## src/rtl/load_store_unit.sv

```systemverilog
// Load/store unit: one outstanding memory access per EX instruction, with
// alignment/legality checks, store lane steering, load formatting and an ack timeout.
module load_store_unit #(
  parameter int TIMEOUT = 16
) (
  input  logic        clk,
  input  logic        rst,
  input  logic        ex_valid,
  input  logic        mem_read,
  input  logic        mem_write,
  input  logic [2:0]  funct3,
  input  logic [31:0] addr_in,
  input  logic [31:0] store_data,
  output logic        stall,
  output logic        wb_valid,
  output logic [31:0] wb_data,
  output logic        lsu_err,
  output logic        mem_req,
  output logic        mem_we,
  output logic [31:0] mem_addr,
  output logic [31:0] mem_wdata,
  output logic [3:0]  mem_wstrb,
  input  logic        mem_ack,
  input  logic [31:0] mem_rdata
);

  localparam int CW = $clog2(TIMEOUT + 1);

  typedef enum logic [1:0] {IDLE, ACCESS, DONE} state_t;

  state_t        state;
  logic [CW-1:0] cnt;
  logic [2:0]    f3Q;
  logic [1:0]    offQ;
  logic          loadQ;

  logic          memop;
  logic          bad;
  logic [3:0]    strb;
  logic [31:0]   wdata;
  logic [31:0]   shifted;
  logic [7:0]    byteV;
  logic [15:0]   halfV;
  logic [31:0]   loadFmt;

  assign memop = ex_valid & (mem_read | mem_write);
  assign stall = memop & (state != DONE);

  // Legality and alignment of the instruction currently presented by EX
  always_comb begin
    bad = 1'b0;
    if (mem_read & mem_write) begin
      bad = 1'b1;
    end else if (mem_read) begin
      case (funct3)
        3'b000, 3'b100: bad = 1'b0;
        3'b001, 3'b101: bad = addr_in[0];
        3'b010:         bad = |addr_in[1:0];
        default:        bad = 1'b1;
      endcase
    end else begin
      case (funct3)
        3'b000:  bad = 1'b0;
        3'b001:  bad = addr_in[0];
        3'b010:  bad = |addr_in[1:0];
        default: bad = 1'b1;
      endcase
    end
  end

  always_comb begin
    strb  = 4'b1111;
    wdata = store_data;
    case (funct3[1:0])
      2'b00: begin
        strb  = 4'b0001 << addr_in[1:0];
        wdata = {4{store_data[7:0]}};
      end
      2'b01: begin
        strb  = 4'b0011 << addr_in[1:0];
        wdata = {2{store_data[15:0]}};
      end
      default: begin
        strb  = 4'b1111;
        wdata = store_data;
      end
    endcase
  end

  // Lane selection uses the byte offset captured at accept time
  always_comb begin
    shifted = mem_rdata >> {offQ, 3'b000};
    byteV   = shifted[7:0];
    halfV   = offQ[1] ? mem_rdata[31:16] : mem_rdata[15:0];
    case (f3Q)
      3'b000:  loadFmt = {{24{byteV[7]}}, byteV};
      3'b100:  loadFmt = {24'b0, byteV};
      3'b001:  loadFmt = {{16{halfV[15]}}, halfV};
      3'b101:  loadFmt = {16'b0, halfV};
      default: loadFmt = mem_rdata;
    endcase
  end

  always_ff @(posedge clk or negedge rst) begin
    if (!rst) begin
      state     <= IDLE;
      cnt       <= '0;
      f3Q       <= '0;
      offQ      <= '0;
      loadQ     <= 1'b0;
      mem_req   <= 1'b0;
      mem_we    <= 1'b0;
      mem_addr  <= '0;
      mem_wdata <= '0;
      mem_wstrb <= '0;
      wb_valid  <= 1'b0;
      wb_data   <= '0;
      lsu_err   <= 1'b0;
    end else begin
      case (state)
        IDLE: begin
          wb_valid <= 1'b0;
          lsu_err  <= 1'b0;
          if (memop) begin
            if (bad) begin
              state   <= DONE;
              lsu_err <= 1'b1;
              wb_data <= '0;
            end else begin
              state     <= ACCESS;
              cnt       <= '0;
              f3Q       <= funct3;
              offQ      <= addr_in[1:0];
              loadQ     <= mem_read;
              mem_req   <= 1'b1;
              mem_we    <= mem_write;
              mem_addr  <= {addr_in[31:2], 2'b00};
              mem_wdata <= wdata;
              mem_wstrb <= mem_write ? strb : 4'b0000;
            end
          end
        end
        ACCESS: begin
          // An ack in the final allowed cycle still wins over the timeout
          if (mem_ack) begin
            state    <= DONE;
            mem_req  <= 1'b0;
            wb_valid <= loadQ;
            wb_data  <= loadQ ? loadFmt : 32'h0;
          end else if (cnt == CW'(TIMEOUT - 1)) begin
            state   <= DONE;
            mem_req <= 1'b0;
            lsu_err <= 1'b1;
            wb_data <= '0;
          end else begin
            cnt <= cnt + 1'b1;
          end
        end
        DONE: begin
          state    <= IDLE;
          wb_valid <= 1'b0;
          lsu_err  <= 1'b0;
          wb_data  <= '0;
        end
        default: state <= IDLE;
      endcase
    end
  end

endmodule

```

## config.mk

```make
export PLATFORM = sky130hd
export DESIGN_NAME = load_store_unit
export DESIGN_NICKNAME = d
export VERILOG_FILES = /design/src/rtl/load_store_unit.sv
export SDC_FILE = /design/constraint.sdc
export NUM_CORES = 1
export LEC_CHECK = 0
export ABC_AREA = 1
export BUFFER_PORTS_ARGS = -buffer_cell sky130_fd_sc_hd__buf_2
export CORE_AREA = 2 2 92 138
export CTS_CLUSTER_DIAMETER = 30
export DETAILED_ROUTE_END_ITERATION = 8
export DIE_AREA = 0 0 94 140
export PLACE_DENSITY_LB_ADDON = 0.08
export SYNTH_ARGS = -nofsm -noshare
export SYNTH_HDL_FRONTEND = slang
export SYNTH_SLANG_ARGS = --single-unit
```

## constraint.sdc

```tcl
create_clock -name clk -period 2 [get_ports clk]
set_clock_uncertainty 0.1 [all_clocks]
set_input_delay 0.2 -clock clk [delete_from_list [all_inputs] [get_ports clk]]
set_output_delay 0.2 -clock clk [all_outputs]
set_load 0.1 [all_outputs]
```

==> results.py <==
metrics = {
    "timing": {
        "setup_slack_ps": 50.2,
        "finalSetupViolCount": 0,
        "rsz0062_at_grt": "yes",
        "hold_ws_ps": 9.57,
        "finalSetupTns_ps": 0,
        "fin_crit_sh_pct": 97.5,
        "timing.fmax_mhz": 513,
        "worstMarginPinSlew_ps": 556,
        "max-slew-margin-rel_pct": 62.9,
        "slew_viol_final": 0,
        "min_period_ps": 1950,
        "final-hold-violation-count": 0,
    },
    "floorplanning": {
        "ios": 210,
        "die_x_um": 94,
        "initial_core_util_pct": 49.2,
        "dieArea_um2": 13200,
        "die_y_um": 140,
        "num_rows": 49,
        "coreArea_um2": 12000,
    },
    "layout": {
        "layout_common_cells": "nand2_1 (282), buf_2 (205), dfrtp_1 (115)",
        "final_area_um2": 8350,
        "fin_nets": 1136,
        "final_common_cell": "nand2_1",
        "antenna_cells": 0,
        "seq_area_um2": 2880,
        "drive_gt1_share_pct": 30.7,
        "multi_input_area_um2": 2620,
        "syn_to_final_growth_pct": 41.9,
        "fillers": 1016,
    },
    "global_route": {
        "grt_pass1_wl_um": 29000,
        "grt_pass1_vias": 6038,
        "antenna_found_initial": 0,
        "grt_max_degree": 44,
        "grt.total_usage_pct": 27.6,
        "overflow": 0,
    },
    "outcome": {
        "status": "completed",
    },
    "logic_synthesis": {
        "syn-cell-area_um2": 5890,
        "yosys_warnings": 0,
        "ys_ff_latch": 115,
        "seq_area_frac_synth_pct": 48.9,
        "ys_types": 33,
        "syn_area_per_cell_um2": 7.66,
        "synthCells": 768,
    },
    "clock_tree": {
        "clock-root-buffer": "clkbuf_16",
        "numCtsBuffers": 17,
        "clk_pin_slew_ps": 60,
        "cts_tree": "yes",
        "clock-sinks": 115,
        "clock_path_buffers": 2,
        "cts-htree-levels": 4,
        "clkLatencyLatePin_ps": 400,
    },
    "setup_path": {
        "crit_slowest_cell": "dfrtp_1",
        "r2r_start": "cnt[0]",
        "crit_chain": "ha_2 -> nand2_2 -> nor2_2 -> ha_2 -> nor2_1 -> nand2_1 -> nand2_2 -> nor2_4 -> nand2_4 -> clkbuf_16 -> nand2_1 -> o21ai_1",
        "crit_buf_inv": 1,
        "startpoint": "cnt[0]",
        "worstSetupEndpointType": "flop",
        "start_kind": "flop",
        "critPathKind": "reg2reg",
        "cp.required_ps": 2180,
        "crit_fanout": 12,
        "worstPathArrival_ps": 2130,
        "crit_family": "simple AND/OR/NAND/NOR gates",
        "cpPeakStageDelay_ps": 390,
        "reg2reg_setup_slack_ps": 50,
    },
    "detailed_routing": {
        "drc": 0,
        "routed_wl_um": 18300,
        "first_pass_iters": 5,
        "vias_per_cell": 5.13,
        "drt-initial-drc-count": 403,
        "vias": 6105,
        "wl_per_cell_um": 15.4,
        "ant_nets": 0,
    },
    "hold_path": {
        "hold_class": "in2reg",
        "min-delay-start": "store_data[16]",
    },
    "place": {
        "place_ws_ps": 2.92,
        "place_hpwl_um": 12600,
        "placed_area_um2": 7090,
        "place.gp.congestion": 0.858,
        "portBuffers": 207,
    },
    "flow_run": {
        "drv_cap": 0,
    },
}
state kept, by name (all words and copies together) (netlist names), 2 cells and up:
name / count
mem_wstrb: 4
cnt: 5
f3Q: 3
mem_addr: 30
mem_wdata: 32
offQ: 2
state: 2
wb_data: 32
synthesized netlist by cell type:
master,count,area [um2]
a21oi_1,56,280
a21oi_2,1,8.76
a31oi_1,3,18.8
buf_1,3,11.3
buf_2,11,55.1
buf_4,6,45.0
buf_6,8,90.1
clkbuf_1,13,48.8
clkbuf_2,1,5.00
conb_1,1,3.75
dfrtp_1,115,2880
ha_1,6,75.1
inv_1,50,188
inv_2,4,15.0
inv_4,1,6.26
nand2_1,298,1120
nand2_2,6,37.5
nand3_1,36,180
nand3_2,3,30.0
nand4_1,8,50.1
nand4_2,1,12.5
nor2_1,30,113
nor2_2,3,18.8
nor2_4,3,33.8
nor3_1,2,10.0
o211ai_1,4,30.0
o21a_1,2,15.0
o21ai_0,54,270
o21ai_1,25,125
o21ai_2,9,78.8
o22ai_1,1,6.26
or2_2,3,18.8
xor2_1,1,8.76
metal layers:
metal  vias to the layer above  share of wire (%)  global-route usage (%)  routed length (um)
li1                       2976                  -                       -                   -
met1                      2812                 37                    31.5                6760
met2                       279                 54                    49.8                9870
met3                        38                6.3                    5.16                1160
met4                         0                2.9                    11.3                 524
met5                         -                  0                       0                   0
worst register-to-register path, stage by stage, from the launching register on:
cell and delay [ps]:
dfrtp_1 390, ha_2 200, nand2_2 70, nor2_2 80, ha_2 170, nor2_1 40, nand2_1 70, nand2_2 90
nor2_4 150, nand2_4 140, clkbuf_16 200, nand2_1 70, o21ai_1 50
cell type report:
class                      count  area share [%]
sequential                   115            34.5
multi-input combinational    557            31.3
timing repair buffer         279            21.7
clock buffer                  18            5.26
inverter                      55            2.53
clock inverter                14            2.40
tap                          153            2.29
cells by family after synthesis:
logic type / share of synthesized area (%)
buffers and inverters: 7.89
flip-flops: 48.9
AO/OA/AOI/OAI: 14.2
adder cells (fa/ha/maj): 1.28
XOR/XNOR: 0.149
AND/OR/NAND/NOR: 27.6
other: 0.0637
final timing paths:
check / endpoint / cells past startpoint
worst max-delay path: wb_data[26] / 12
worst min-delay path: mem_wdata[16] / 5
worst max register to register: wb_data[26] / 12
worst min register to register: mem_wdata[16] / 2
max in group asynchronous: mem_addr[15] / 3
min in group asynchronous: cnt[4] / 2
what timing repair did:
action | 4_1_cts | 5_1_grt
cloned | 0 | 2
endpoints found under the hold margin | 84 | 0
resized for setup | 2 | 27
setup buffers | 0 | 3
hold buffers | 48 | 0
setup endpoints to repair | 2 | 36
pin swaps | 0 | 0
per-stage QoR:
stage               util, %  cells
finish                 69.8   1191
floorplan                 -    769
CTS                    68.7   1186
detailed placement     59.3   1106
global placement       59.3   1106
global route           69.8   1191
Power is left out: the tool's default activity adds up to more than one toggle a clock period on the data nets, which glitch-free logic cannot reach.
